$ cat src/rtl/rob_ctrl_if.sv
// Issue/CDB/commit/status bundle between the issue stage and the reorder-buffer controller.
// No latency of its own; it carries wires only.
// No backpressure of its own; the grant is returned combinationally on alloc_gnt.
interface rob_ctrl_if #(
    parameter int DEPTH = 8,
    parameter int DW    = 16
);
    localparam int AW = (DEPTH > 1) ? $clog2(DEPTH) : 1;

    logic          alloc_req;
    logic [3:0]    alloc_func;
    logic [3:0]    alloc_rd;
    logic          alloc_gnt;
    logic [AW-1:0] alloc_idx;
    logic          add_release;
    logic          mul_release;
    logic          cdb_valid;
    logic [AW-1:0] cdb_idx;
    logic [DW-1:0] cdb_data;
    logic          commit_valid;
    logic [AW-1:0] commit_idx;
    logic [3:0]    commit_rd;
    logic [DW-1:0] commit_data;
    logic          flush;
    logic          full;
    logic          empty;
    logic [AW:0]   count;
    logic [1:0]    add_busy;
    logic [1:0]    mul_busy;

    // Controller side
    modport slave (
        input  alloc_req, alloc_func, alloc_rd, add_release, mul_release,
               cdb_valid, cdb_idx, cdb_data, flush,
        output alloc_gnt, alloc_idx, commit_valid, commit_idx, commit_rd,
               commit_data, full, empty, count, add_busy, mul_busy
    );

    // Issue stage / execution side
    modport master (
        output alloc_req, alloc_func, alloc_rd, add_release, mul_release,
               cdb_valid, cdb_idx, cdb_data, flush,
        input  alloc_gnt, alloc_idx, commit_valid, commit_idx, commit_rd,
               commit_data, full, empty, count, add_busy, mul_busy
    );
endinterface

$ cat src/rtl/rob_ctrl.sv
// Reorder-buffer controller: in-order allocation, CDB completion, in-order single retirement.
// Latency: grant is combinational; commit is registered one edge after the head entry is seen done.
// Backpressure: alloc_gnt is withheld when the ROB is full, the class RS is full, the opcode is illegal, or on flush/reset.
module rob_ctrl #(
    parameter int DEPTH    = 8,
    parameter int DW       = 16,
    parameter int RS_SLOTS = 3
) (
    input  logic  clk1,
    input  logic  rst_n,
    rob_ctrl_if.slave io_bus
);
    localparam int             AW       = (DEPTH > 1) ? $clog2(DEPTH) : 1;
    localparam logic [AW:0]    LP_DEPTH = (AW+1)'(DEPTH);
    localparam logic [1:0]     LP_SLOTS = 2'(RS_SLOTS);

    // Per-entry state
    logic [DEPTH-1:0] r_vld;
    logic [DEPTH-1:0] r_done;
    logic [3:0]       r_func [DEPTH];
    logic [3:0]       r_rd   [DEPTH];
    logic [DW-1:0]    r_data [DEPTH];

    // Pointers, occupancy and reservation-station accounting
    logic [AW-1:0]    r_head;
    logic [AW-1:0]    r_tail;
    logic [AW:0]      r_count;
    logic [1:0]       r_add_busy;
    logic [1:0]       r_mul_busy;

    // Registered retirement port
    logic             r_commit_valid;
    logic [AW-1:0]    r_commit_idx;
    logic [3:0]       r_commit_rd;
    logic [DW-1:0]    r_commit_data;

    logic w_full;
    logic w_empty;
    logic w_is_add;
    logic w_is_mul;
    logic w_class_room;
    logic w_gnt;
    logic w_commit;
    logic w_cdb_hit;
    logic w_add_inc;
    logic w_add_dec;
    logic w_mul_inc;
    logic w_mul_dec;

    // Grant and retirement decisions from current-cycle state only
    always_comb begin
        w_full       = (r_count == LP_DEPTH);
        w_empty      = (r_count == '0);
        w_is_add     = (io_bus.alloc_func[3:1] == 3'b000);
        w_is_mul     = (io_bus.alloc_func[3:1] == 3'b001);
        w_class_room = (w_is_add && (r_add_busy < LP_SLOTS)) ||
                       (w_is_mul && (r_mul_busy < LP_SLOTS));
        w_gnt        = rst_n && io_bus.alloc_req && !w_full && !io_bus.flush && w_class_room;
        // Only legal opcodes are ever written, so the opcode test just guards a corrupted entry.
        w_commit     = r_vld[r_head] && r_done[r_head] && (r_func[r_head] < 4'd4);
        w_cdb_hit    = io_bus.cdb_valid && r_vld[io_bus.cdb_idx];
        w_add_inc    = w_gnt && w_is_add;
        w_mul_inc    = w_gnt && w_is_mul;
        w_add_dec    = io_bus.add_release && (r_add_busy != 2'd0);
        w_mul_dec    = io_bus.mul_release && (r_mul_busy != 2'd0);
    end

    // Entry array and head/tail pointers: allocate at tail, complete from CDB, retire at head
    always_ff @(posedge clk1) begin
        if (!rst_n) begin
            for (int i = 0; i < DEPTH; i++) begin
                r_func[i] <= '0;
                r_rd[i]   <= '0;
                r_data[i] <= '0;
            end
            r_vld  <= '0;
            r_done <= '0;
            r_head <= '0;
            r_tail <= '0;
        end else if (io_bus.flush) begin
            r_vld  <= '0;
            r_done <= '0;
            r_head <= '0;
            r_tail <= '0;
        end else begin
            if (w_cdb_hit) begin
                r_done[io_bus.cdb_idx] <= 1'b1;
                r_data[io_bus.cdb_idx] <= io_bus.cdb_data;
            end
            // Head and tail can only coincide when empty (no commit) or full (no grant).
            if (w_commit) begin
                r_vld[r_head] <= 1'b0;
                r_head        <= r_head + 1'b1;
            end
            if (w_gnt) begin
                r_vld[r_tail]  <= 1'b1;
                r_done[r_tail] <= 1'b0;
                r_func[r_tail] <= io_bus.alloc_func;
                r_rd[r_tail]   <= io_bus.alloc_rd;
                r_tail         <= r_tail + 1'b1;
            end
        end
    end

    // Retirement output register: one entry per cycle, captured from the head before it is freed
    always_ff @(posedge clk1) begin
        if (!rst_n) begin
            r_commit_valid <= 1'b0;
            r_commit_idx   <= '0;
            r_commit_rd    <= '0;
            r_commit_data  <= '0;
        end else if (io_bus.flush) begin
            r_commit_valid <= 1'b0;
        end else begin
            r_commit_valid <= w_commit;
            if (w_commit) begin
                r_commit_idx  <= r_head;
                r_commit_rd   <= r_rd[r_head];
                r_commit_data <= r_data[r_head];
            end
        end
    end

    // Occupancy and per-class reservation-station counters
    always_ff @(posedge clk1) begin
        if (!rst_n || io_bus.flush) begin
            r_count    <= '0;
            r_add_busy <= '0;
            r_mul_busy <= '0;
        end else begin
            if (w_gnt && !w_commit) begin
                r_count <= r_count + 1'b1;
            end else if (!w_gnt && w_commit) begin
                r_count <= r_count - 1'b1;
            end
            if (w_add_inc && !w_add_dec) begin
                r_add_busy <= r_add_busy + 2'd1;
            end else if (!w_add_inc && w_add_dec) begin
                r_add_busy <= r_add_busy - 2'd1;
            end
            if (w_mul_inc && !w_mul_dec) begin
                r_mul_busy <= r_mul_busy + 2'd1;
            end else if (!w_mul_inc && w_mul_dec) begin
                r_mul_busy <= r_mul_busy - 2'd1;
            end
        end
    end

    assign io_bus.alloc_gnt    = w_gnt;
    assign io_bus.alloc_idx    = r_tail;
    assign io_bus.commit_valid = r_commit_valid;
    assign io_bus.commit_idx   = r_commit_idx;
    assign io_bus.commit_rd    = r_commit_rd;
    assign io_bus.commit_data  = r_commit_data;
    assign io_bus.full         = w_full;
    assign io_bus.empty        = w_empty;
    assign io_bus.count        = r_count;
    assign io_bus.add_busy     = r_add_busy;
    assign io_bus.mul_busy     = r_mul_busy;

endmodule

$ cat src/flat_wrapper.sv
// flat-port wrapper written by rule: the top's interface ports become plain ports
module rob_ctrl_flat 
#(
    parameter int DEPTH    = 8,
    parameter int DW       = 16,
    parameter int RS_SLOTS = 3
)
  (clk1, rst_n, io_bus_alloc_req, io_bus_alloc_func, io_bus_alloc_rd, io_bus_add_release, io_bus_mul_release, io_bus_cdb_valid, io_bus_cdb_idx, io_bus_cdb_data, io_bus_flush, io_bus_alloc_gnt, io_bus_alloc_idx, io_bus_commit_valid, io_bus_commit_idx, io_bus_commit_rd, io_bus_commit_data, io_bus_full, io_bus_empty, io_bus_count, io_bus_add_busy, io_bus_mul_busy);
  rob_ctrl_if #(.DEPTH(DEPTH), .DW(DW)) io_bus_i ();
  input  logic clk1;
  input  logic rst_n;
  input wire logic [$bits(io_bus_i.alloc_req)-1:0] io_bus_alloc_req;
  input wire logic [$bits(io_bus_i.alloc_func)-1:0] io_bus_alloc_func;
  input wire logic [$bits(io_bus_i.alloc_rd)-1:0] io_bus_alloc_rd;
  input wire logic [$bits(io_bus_i.add_release)-1:0] io_bus_add_release;
  input wire logic [$bits(io_bus_i.mul_release)-1:0] io_bus_mul_release;
  input wire logic [$bits(io_bus_i.cdb_valid)-1:0] io_bus_cdb_valid;
  input wire logic [$bits(io_bus_i.cdb_idx)-1:0] io_bus_cdb_idx;
  input wire logic [$bits(io_bus_i.cdb_data)-1:0] io_bus_cdb_data;
  input wire logic [$bits(io_bus_i.flush)-1:0] io_bus_flush;
  output wire logic [$bits(io_bus_i.alloc_gnt)-1:0] io_bus_alloc_gnt;
  output wire logic [$bits(io_bus_i.alloc_idx)-1:0] io_bus_alloc_idx;
  output wire logic [$bits(io_bus_i.commit_valid)-1:0] io_bus_commit_valid;
  output wire logic [$bits(io_bus_i.commit_idx)-1:0] io_bus_commit_idx;
  output wire logic [$bits(io_bus_i.commit_rd)-1:0] io_bus_commit_rd;
  output wire logic [$bits(io_bus_i.commit_data)-1:0] io_bus_commit_data;
  output wire logic [$bits(io_bus_i.full)-1:0] io_bus_full;
  output wire logic [$bits(io_bus_i.empty)-1:0] io_bus_empty;
  output wire logic [$bits(io_bus_i.count)-1:0] io_bus_count;
  output wire logic [$bits(io_bus_i.add_busy)-1:0] io_bus_add_busy;
  output wire logic [$bits(io_bus_i.mul_busy)-1:0] io_bus_mul_busy;
  assign io_bus_i.alloc_req = io_bus_alloc_req;
  assign io_bus_i.alloc_func = io_bus_alloc_func;
  assign io_bus_i.alloc_rd = io_bus_alloc_rd;
  assign io_bus_i.add_release = io_bus_add_release;
  assign io_bus_i.mul_release = io_bus_mul_release;
  assign io_bus_i.cdb_valid = io_bus_cdb_valid;
  assign io_bus_i.cdb_idx = io_bus_cdb_idx;
  assign io_bus_i.cdb_data = io_bus_cdb_data;
  assign io_bus_i.flush = io_bus_flush;
  assign io_bus_alloc_gnt = io_bus_i.alloc_gnt;
  assign io_bus_alloc_idx = io_bus_i.alloc_idx;
  assign io_bus_commit_valid = io_bus_i.commit_valid;
  assign io_bus_commit_idx = io_bus_i.commit_idx;
  assign io_bus_commit_rd = io_bus_i.commit_rd;
  assign io_bus_commit_data = io_bus_i.commit_data;
  assign io_bus_full = io_bus_i.full;
  assign io_bus_empty = io_bus_i.empty;
  assign io_bus_count = io_bus_i.count;
  assign io_bus_add_busy = io_bus_i.add_busy;
  assign io_bus_mul_busy = io_bus_i.mul_busy;
  rob_ctrl #(.DEPTH(DEPTH), .DW(DW), .RS_SLOTS(RS_SLOTS)) u_core (.clk1(clk1), .rst_n(rst_n), .io_bus(io_bus_i));
endmodule
$ cat config.mk
export PLATFORM = sky130hd
export DESIGN_NAME = rob_ctrl_flat
export DESIGN_NICKNAME = d
export VERILOG_FILES = /design/src/rtl/rob_ctrl_if.sv /design/src/rtl/rob_ctrl.sv /design/src/flat_wrapper.sv
export SDC_FILE = /design/constraint.sdc
export NUM_CORES = 1
export LEC_CHECK = 0
export CORE_MARGIN = 2
export CORE_UTILIZATION = 45
export DETAILED_ROUTE_END_ITERATION = 6
export PLACE_DENSITY_LB_ADDON = 0.3
export SETUP_SLACK_MARGIN = 0.5
export SLEW_MARGIN = 30
export SYNTH_ARGS = -nofsm -noshare
export SYNTH_HDL_FRONTEND = slang
export SYNTH_SLANG_ARGS = --single-unit
$ cat constraint.sdc
create_clock -name clk1 -period 10.1 [get_ports clk1]
set_input_delay 2.02 -clock clk1 [delete_from_list [all_inputs] [get_ports clk1]]
set_output_delay 2.02 -clock clk1 [all_outputs]
set_load 0.02 [all_outputs]
==> results.py <==
metrics = {
    "synthesis": {
        "synth-edff-count": 176,
        "yosysMostFrequentCell": "edfxtp_1",
        "yosys_warnings": 0,
        "synth-simple-area-share_pct": 18.4,
        "syn_inst": 846,
        "ys_top_cells_by_area": "edfxtp_1 50%, dfxtp_1 11%, and3_1 5.7%",
        "synth_xor_area_share_pct": 0.741,
        "avgSynthCellArea_sq_um": 12.6,
        "synthArstFlopShare_pct": 0,
        "yosysTopAreaCellShare_pct": 49.7,
        "synthMuxAreaShare_pct": 9.67,
        "synth_common_cells": "176 x edfxtp_1, 97 x and3_1, 94 x nand2_1, 57 x dfxtp_1, 56 x and2_1",
        "seq_area_frac_synth_pct": 60.4,
        "synth_top_family_by_area": "simple AND/OR/NAND/NOR gates",
        "syn-cell-area_sq_um": 10600,
        "synthAdderAreaFrac_pct": 1.01,
        "synth_area_leader_cell": "edfxtp_1",
        "yosys_most_used_dff": "edfxtp_1",
        "synth_compound_area_share_pct": 6.73,
        "ys_ff_latch": 233,
        "ys_types": 58,
    },
    "clocking": {
        "htreeDepth": 1,
        "post_cts_buffers": 0,
        "cts_tree": "done",
        "clk_path_buf_depth": 3,
        "root_buffer": "clkbuf_16",
        "ctsResizeCount": 0,
        "cts_sinks": 233,
        "cts.reportedPaths.clkPinSlew_ns": 0.06,
        "clk_latency_ns": 0.53,
        "numCtsBuffers": 24,
        "ctsHoldBuffers": 0,
    },
    "routing": {
        "vias": 7135,
        "drt-vias-per-instance": 5.71,
        "finalWirelength_mm": 26.3,
        "initialDrtViolationCount": 680,
        "ant_nets": 0,
        "wl_per_cell_um": 21.0,
        "dr.pass1.iters": 5,
        "remaining_drc_errors": 0,
    },
    "placed_design": {
        "gp_congestion": 0.749,
        "dpl_cell_area_sq_um": 11700,
        "portBuffers": 70,
        "hpwl_mm": 15.8,
        "place_ws_ns": 3.27,
    },
    "global_route": {
        "busiest_layer": "met2",
        "grt_pass1_wl_mm": 41.0,
        "grt_use_total_pct": 21.7,
        "globalRouteMet3Util_pct": 3.28,
        "grt_max_degree": 66,
        "use_met1_pct": 30.4,
        "grt_pass1_vias": 7095,
        "grt_use_met2_pct": 35.2,
        "overflow": 0,
        "antenna_found_initial": 0,
    },
    "die": {
        "dieWidth_um": 158,
        "row_count": 56,
        "core_area_sq_um": 23300,
        "die_area_sq_um": 24900,
        "die_height_um": 158,
        "start_util_pct": 45.6,
        "num_io_pins": 72,
    },
    "sta": {
        "fin_crit_sh_pct": 67.7,
        "layout_setup_ws_ns": 3.26,
        "rsz0062_at_grt": "no",
        "max_freq_mhz": 146,
        "worstMarginPinSlew_ns": 0.991,
        "setup_tns_ns": 0,
        "fin_skew_ns": 0.0212,
        "hold_viol_final": 0,
        "final-setup-viol-count": 0,
        "slew_violations": 0,
        "hold_slack_ns": 0.457,
        "slew_headroom_pct": 33.7,
        "min_period_ns": 6.84,
    },
    "finish": {
        "area_growth_pct": 17.1,
        "n_antenna_cell": 0,
        "postLayoutCoreUtil_pct": 53.4,
        "final_area_sq_um": 12500,
        "final.fill_count": 1990,
        "layout-drive-gt1-share_pct": 12.8,
        "final_net_count": 955,
    },
    "hold_path": {
        "hp-start": "u_core.io_bus.commit_data[0]",
        "min_path_type": "register to register",
        "worstHoldPathCells": 2,
    },
    "worst_setup_path": {
        "worstPathArrival_ns": 4.82,
        "worst_ep_required_time_ns": 8.08,
        "crit_fanout": 65,
        "crit_start": "rst_n",
        "worstReg2RegStart": "u_core.r_head[0]",
        "path_class": "primary input to output port",
        "r2r_cells": 15,
        "end_kind": "output port",
        "critPathLaunchType": "primary input",
    },
    "power": {
        "max-vdd-ir-drop_uv": 107,
        "p_sw_share_pct": 21.1,
        "p_leak_nw": 4.87,
        "comb_power_share_pct": 4.1,
        "p_switching_w": 0.000420,
        "power_density_nw_per_um2": 160,
        "internal_power_w": 0.00157,
        "power_frac_clock_pct": 42.6,
        "seqPwrFrac_pct": 53.3,
    },
    "status": {
        "outcome": "finished clean",
    },
    "run": {
        "drv_cap": 0,
    },
}
final timing paths:
kind	endpoint	slack [ns]
worst min register to register	u_core.io_bus.commit_data[0]	0.46
worst max-delay path	io_bus_alloc_gnt	3.26
worst max register to register	u_core.io_bus.count[3]	5.56
worst min-delay path	u_core.io_bus.commit_data[0]	0.46
critical path, stage by stage:
cell and delay, ns:
buf_2 0.08, buf_4 0.53, nor2b_1 0.22, buf_4 0.21, nand4_1 0.40, nor2_1 0.62
clkdlybuf4s50_1 0.72
state kept, by name, indices dropped and copies added, names as in the netlist, named ones only:
name	count
u_core.io_bus.commit_rd	4
u_core.r_vld	8
u_core.io_bus.commit_idx	3
u_core.r_func	16
u_core.r_head	3
u_core.r_data	128
u_core.r_done	8
u_core.io_bus.add_busy	2
u_core.r_rd	32
u_core.io_bus.mul_busy	2
u_core.io_bus.commit_data	16
u_core.io_bus.alloc_idx	3
u_core.io_bus.count	4
u_core.io_bus.commit_valid	1
per-layer routing:
layer | wire, um | share of wire (%)
met1 | 11300 | 43
met2 | 12400 | 47
met3 | 2040 | 7.8
met4 | 516 | 2.0
met5 | 0 | 0
stage by stage:
stage          instances  power, W
6_report            1249   0.00199
5_1_grt             1249   0.00205
3_3_place_gp        1206   0.00116
4_1_cts             1249   0.00201
2_1_floorplan        861   0.00112
3_5_place_dp        1206   0.00116
power groups by stage:
stage	Combinational, W	Clock, W	Sequential, W
finish	0.0000821	0.000849	0.00106
global placement	0.0000807	0	0.00108
detailed placement	0.0000821	0	0.00108
global route	0.0000884	0.000896	0.00106
CTS	0.0000824	0.000863	0.00106
floorplan	0.0000394	0	0.00108
layout make-up:
| type | instances | area (sq um) | area share (%) |
|---|---|---|---|
| Timing Repair Buffer | 91 | 853 | 6.85 |
| Clock inverter | 8 | 70.1 | 0.563 |
| Tap cell | 319 | 399 | 3.21 |
| Inverter | 7 | 26.3 | 0.211 |
| Sequential cell | 233 | 6430 | 51.6 |
| Multi-Input combinational cell | 556 | 3990 | 32.1 |
| Clock buffer | 35 | 682 | 5.48 |
cell usage in the layout (no fill, tap or decap), drive strengths merged, types with 6 or more instances in the layout:
| cell type | count |
|---|---|
| clkinv | 8 |
| nor2 | 26 |
| nor4b | 8 |
| nand2b | 9 |
| nor3 | 13 |
| nor4 | 7 |
| conb | 16 |
| dfxtp | 57 |
| o22ai | 8 |
| nand2 | 94 |
| a21oi | 17 |
| and3 | 98 |
| mux2 | 17 |
| a221oi | 24 |
| inv | 6 |
| a22oi | 9 |
| ha | 7 |
| and2 | 69 |
| mux4 | 22 |
| mux2i | 33 |
| buf | 22 |
| nor2b | 9 |
| edfxtp | 176 |
| o21ai | 21 |
| clkbuf | 35 |
| clkdlybuf4s50 | 69 |
kinds of logic after synthesis:
kind of cell	count (synthesis)
xor+xnor	9
mux	72
flops	233
compound gates	100
other cells	1
simple gates	351
buf+inv	72
fa+ha+maj	8
(Power assumes the default switching activity.)
